<file path="src/rtl/game_pkg.sv">
// game_pkg: stage codes and per-stage kill caps shared by the tracker and the stage controller
package game_pkg;
  localparam logic [3:0] STAGE_TITLE = 4'h0;
  localparam logic [3:0] STAGE_WIN   = 4'hE;
  localparam logic [3:0] STAGE_LOSE  = 4'hF;
  localparam logic [3:0] STAGE_LAST  = 4'h5;
  function automatic logic [3:0] kill_cap(input logic [3:0] stage);
    return stage == 4'h1 ? 4'd2 :
           stage == 4'h2 ? 4'd4 :
           stage == 4'h3 ? 4'd6 :
           stage == 4'h4 ? 4'd8 :
           stage == 4'h5 ? 4'd9 : 4'd0;
  endfunction
endpackage

</file>
<file path="src/rtl/combat_tracker_invuln_timer.sv">
// invuln_timer: 8-bit down-counter for the post-hit invulnerability window
//   clk, rst : clock, synchronous active-high reset
//   clear    : zero the count
//   load     : load CYCLES
//   tick     : allow counting down (low while the game is frozen so invuln holds)
//   busy     : count != 0
module invuln_timer #(
  parameter int CYCLES = 50
) (
  input  logic clk,
  input  logic rst,
  input  logic clear,
  input  logic load,
  input  logic tick,
  output logic busy
);
  logic [7:0] count_q, count_d;
  always_comb begin
    count_d = clear ? 8'd0 :
              load ? 8'(CYCLES) :
              (tick && count_q != 8'd0) ? count_q - 8'd1 : count_q;
  end
  always_ff @(posedge clk) begin
    if (rst) count_q <= 8'd0;
    else     count_q <= count_d;
  end
  assign busy = count_q != 8'd0;
endmodule

</file>
<file path="src/rtl/combat_tracker.sv">
// combat_tracker: counts kills (capped per stage) and tracks player HP, gameover and invulnerability
//   clk, rst        : clock, synchronous active-high reset
//   stage           : current stage code from the stage controller
//   changing_stage  : pulse in the first cycle of a new stage
//   enemy_killed    : pulse per enemy destroyed
//   player_hit      : pulse per collision with the player
//   kills, hp       : registered kill count and HP
//   gameover        : sticky, set when HP reaches 0, cleared on the title stage
//   invuln          : post-hit invulnerability window active
//   HEAL_ON_CLEAR_EN: when defined, entering stages 2..5 restores one HP
module combat_tracker
  import game_pkg::*;
#(
  parameter  int HP_MAX        = 3,
  parameter  int INVULN_CYCLES = 50,
  localparam int HP_W          = $clog2(HP_MAX + 1)
) (
  input  logic            clk,
  input  logic            rst,
  input  logic [3:0]      stage,
  input  logic            changing_stage,
  input  logic            enemy_killed,
  input  logic            player_hit,
  output logic [3:0]      kills,
  output logic [HP_W-1:0] hp,
  output logic            gameover,
  output logic            invuln
);
  logic [3:0]      kills_q, kills_d;
  logic [HP_W-1:0] hp_q, hp_d, hp_dec;
  logic            gameover_q, gameover_d;
  logic            title, play, active, kill_ok, hit_ok, heal;
  always_comb begin
    title   = stage == STAGE_TITLE;
    play    = stage >= 4'h1 && stage <= STAGE_LAST;
    active  = play && !gameover_q && !changing_stage;
    kill_ok = active && enemy_killed && kills_q < kill_cap(stage);
    hit_ok  = active && player_hit && !invuln;
`ifdef HEAL_ON_CLEAR_EN
    heal    = changing_stage && stage >= 4'h2 && stage <= STAGE_LAST && hp_q < HP_W'(HP_MAX);
`else
    heal    = 1'b0;
`endif
    hp_dec     = hp_q == '0 ? '0 : hp_q - HP_W'(1);
    kills_d    = title ? 4'd0 : kill_ok ? kills_q + 4'd1 : kills_q;
    hp_d       = title ? HP_W'(HP_MAX) : hit_ok ? hp_dec : heal ? hp_q + HP_W'(1) : hp_q;
    gameover_d = title ? 1'b0 : gameover_q | (hit_ok && hp_dec == '0);
  end
  always_ff @(posedge clk) begin
    if (rst) begin
      kills_q    <= 4'd0;
      hp_q       <= HP_W'(HP_MAX);
      gameover_q <= 1'b0;
    end else begin
      kills_q    <= kills_d;
      hp_q       <= hp_d;
      gameover_q <= gameover_d;
    end
  end
  // the timer only runs in playable stages so the window freezes with everything else
  invuln_timer #(.CYCLES(INVULN_CYCLES)) u_timer (
    .clk  (clk),
    .rst  (rst),
    .clear(title),
    .load (hit_ok),
    .tick (play),
    .busy (invuln)
  );
  assign kills    = kills_q;
  assign hp       = hp_q;
  assign gameover = gameover_q;
endmodule

</file>
<file path="config.mk">
export PLATFORM = sky130hd
export DESIGN_NAME = combat_tracker
export DESIGN_NICKNAME = d
export VERILOG_FILES = /design/src/rtl/game_pkg.sv /design/src/rtl/combat_tracker_invuln_timer.sv /design/src/rtl/combat_tracker.sv
export SDC_FILE = /design/constraint.sdc
export NUM_CORES = 1
export LEC_CHECK = 0
export BUFFER_PORTS_ARGS = -buffer_cell sky130_fd_sc_hd__buf_2
export CAP_MARGIN = 30
export CORE_MARGIN = 4
export CORE_UTILIZATION = 38
export CTS_CLUSTER_SIZE = 16
export DETAILED_ROUTE_END_ITERATION = 6
export GPL_TIMING_DRIVEN = 0
export SYNTH_ARGS = -nofsm -noshare
export SYNTH_HDL_FRONTEND = slang
export SYNTH_SLANG_ARGS = --single-unit
</file>
<file path="constraint.sdc">
create_clock -name clk -period 3.9 [get_ports clk]
set_input_delay 1.17 -clock clk [delete_from_list [all_inputs] [get_ports clk]]
set_output_delay 1.17 -clock clk [all_outputs]
set_load 0.005 [all_outputs]
</file>
==> results.sh <==
export IMPL_synth_area_per_cell_um2=8.12
export IMPL_synth_edf_count=0
export IMPL_hold_violations=0
export IMPL_drv_cap=0
export IMPL_p_leak_nw=0.423
export IMPL_vias_per_cell=5.56
export IMPL_clockBufferDepth=2
export IMPL_antennaDiodeCount=0
export IMPL_layout_drive_gt1_share_pct=16.2
export IMPL_fin_nets=146
export IMPL_status="finished clean"
export IMPL_clk_pin_slew_ns=0.09
export IMPL_core_um2=2230
export IMPL_vias=878
export IMPL_syn_cell_area_um2=893
export IMPL_start_kind="flop"
export IMPL_nFillCells=245
export IMPL_grt_max_degree=11
export IMPL_port_buffers=16
export IMPL_synthTopCellsByCount="dfxtp_1 (15), a21oi_1 (9), nor2_1 (9)"
export IMPL_drc_errors=0
export IMPL_async_reset_ff_share_pct=0
export IMPL_antenna_found_initial=0
export IMPL_max_vdd_ir_drop_mv=0.426
export IMPL_p_total_mw=0.637
export IMPL_slew_limit_headroom_pct=57.7
export IMPL_ys_ff_latch=15
export IMPL_htreeDepth=1
export IMPL_cts_buffers=3
export IMPL_hold_worst_slack_ns=0.498
export IMPL_ys_seq_area_share_pct=33.6
export IMPL_drt_initial_drc_count=18
export IMPL_cts_resized=0
export IMPL_tns_ns=0
export IMPL_arrival_ns=1.94
export IMPL_worst_slew_pin_slew_ns=0.629
export IMPL_synth_flop_cell="dfxtp_1"
export IMPL_cts_num_sinks=15
export IMPL_rsz0062_at_grt="false"
export IMPL_clkLatencyLatePin_ns=0.29
export IMPL_cts_hold_fix_buffers=0
export IMPL_dieArea_um2=3190
export IMPL_post_cts_buffers=0
export IMPL_synth_top_area_share_pct=33.6
export IMPL_critPathMaxFanout=9
export IMPL_crit_required_ns=2.73
export IMPL_grt_pass1_vias=794
export IMPL_rows=17
export IMPL_final_cells=158
export IMPL_dieWidth_um=56.5
export IMPL_ant_nets=0
export IMPL_yosysUniqueCellTypes=30
export IMPL_final_max_slew_viol_count=0
export IMPL_synthCells=110
export IMPL_period_share_pct=79.8
export IMPL_finalWorstPathRequiredPeriod_ns=3.11
export IMPL_finalClockSkew_ns=0.00206
export IMPL_synth_area_leaders="dfxtp_1 (34%), ha_1 (8.4%), a21oi_1 (5.0%), or4_1 (5.0%), mux2i_1 (4.5%)"
export IMPL_cts_root_buf="clkbuf_4"
export IMPL_gp_congestion=0.809
export IMPL_wl_per_cell_um=12.8
export IMPL_min_path_type="reg2reg"
export IMPL_grt_util_all_layers_pct=13.3
export IMPL_cts_tree="done"
export IMPL_placedCellCount=154
export IMPL_syn_to_final_growth_pct=15.8
export IMPL_yosysMostFrequentCell="dfxtp_1"
export IMPL_setup_viol=0
export IMPL_power_density_nw_per_um2=616
export IMPL_grt_pass1_wl_mm=3.46
export IMPL_end_kind="output pin"
export IMPL_initial_core_util_pct=40.0
export IMPL_worst_setup_path_type="reg2out"
export IMPL_ys_warn_count=0
export IMPL_wirelength_mm=2.03
export IMPL_die_h_um=56.5
export IMPL_yosys_area_top_type="dfxtp_1"
export IMPL_synth_nets=125
export IMPL_dp_hpwl_mm=1.61
export IMPL_timing_fmax_mhz=321
export IMPL_grt_ovfl_total=0
export IMPL_dr_pass1_iters=4
export IMPL_num_io_pins=17
==> cells in the final DEF, fill, tap and decap left out, types with 2 or more instances in the layout <==
cell type / n
nor3_1: 3
nand4b_1: 2
nand3_1: 3
o21ai_0: 6
or3_1: 4
ha_1: 6
mux2i_1: 4
inv_1: 8
a21oi_1: 9
a31oi_1: 3
clkbuf_1: 3
nand2b_1: 2
nand2_1: 7
buf_2: 16
o31ai_1: 4
nor3b_1: 2
dfxtp_1: 15
nor4_1: 4
nor2_1: 9
or4_1: 6
clkbuf_4: 3
==> worst max-delay path, cell delays in order (launching register included) <==
cell and delay (ns):
dfxtp_1 0.34, inv_1 0.08, ha_1 0.20, nor3b_1 0.40, and2_1 0.19, clkbuf_1 0.26, inv_1 0.06, buf_2 0.13
==> registers in the layout, summed over array words and instances, names as in the netlist <==
name	count
u_timer.count_q	8
kills	4
hp	2
gameover	1
==> through the flow <==
step | area (µm²) | util [%] | setup slack [ns]
after floorplan | 893 | - | 1.29
after global placement | 1010 | 45.2 | 1.01
final | 1030 | 46.3 | 0.789
after CTS | 1030 | 46.3 | 0.755
after global routing | 1030 | 46.3 | 0.639
after detailed placement | 1010 | 45.2 | 1.01
==> power by group <==
| part | switching, mW | leakage [nW] | internal, mW |
|---|---|---|---|
| Combinational | 0.186 | 0.286 | 0.140 |
| Clock | 0.0508 | 0.0150 | 0.0398 |
| Sequential | 0.0342 | 0.122 | 0.186 |
==> cells by family after synthesis <==
logic type,count (synthesis),share of synthesized area [%]
compound gates,27,18.3
fa+ha+maj,6,8.40
buf+inv,10,4.20
flops,15,33.6
mux,4,4.48
simple gates,48,31.0
==> path summary, 6_finish.rpt <==
path / endpoint / depth (start not counted) / slack, ns / startpoint
setup / recovery: invuln / 7 / 0.79 / u_timer.count_q[0]$_SDFFE_PP0P_
hold / removal: gameover$_SDFF_PP0_ / 1 / 0.50 / gameover$_SDFF_PP0_
setup reg to reg: u_timer.count_q[3]$_SDFFE_PP0P_ / 6 / 1.82 / u_timer.count_q[0]$_SDFFE_PP0P_
hold reg to reg: gameover$_SDFF_PP0_ / 1 / 0.50 / gameover$_SDFF_PP0_
==> area by class of cell <==
cell class	count	area, µm²	area share, %
Clock buffer	4	26.3	2.54
Buffer	2	7.51	0.726
Tap cell	28	35.0	3.39
Inverter	8	30.0	2.90
Timing Repair Buffer	16	80.1	7.74
Sequential cell	15	300	29.0
Multi-Input combinational cell	85	556	53.7
==> per-layer routing <==
layer	GRT usage, %	vias up	part of all wire (%)
li1	-	450	-
met1	18.4	407	50
met2	20.0	17	44
met3	3.45	4	4.8
met4	4.07	0	0.94
met5	0	-	0
Power figures use the tool's default switching activity.
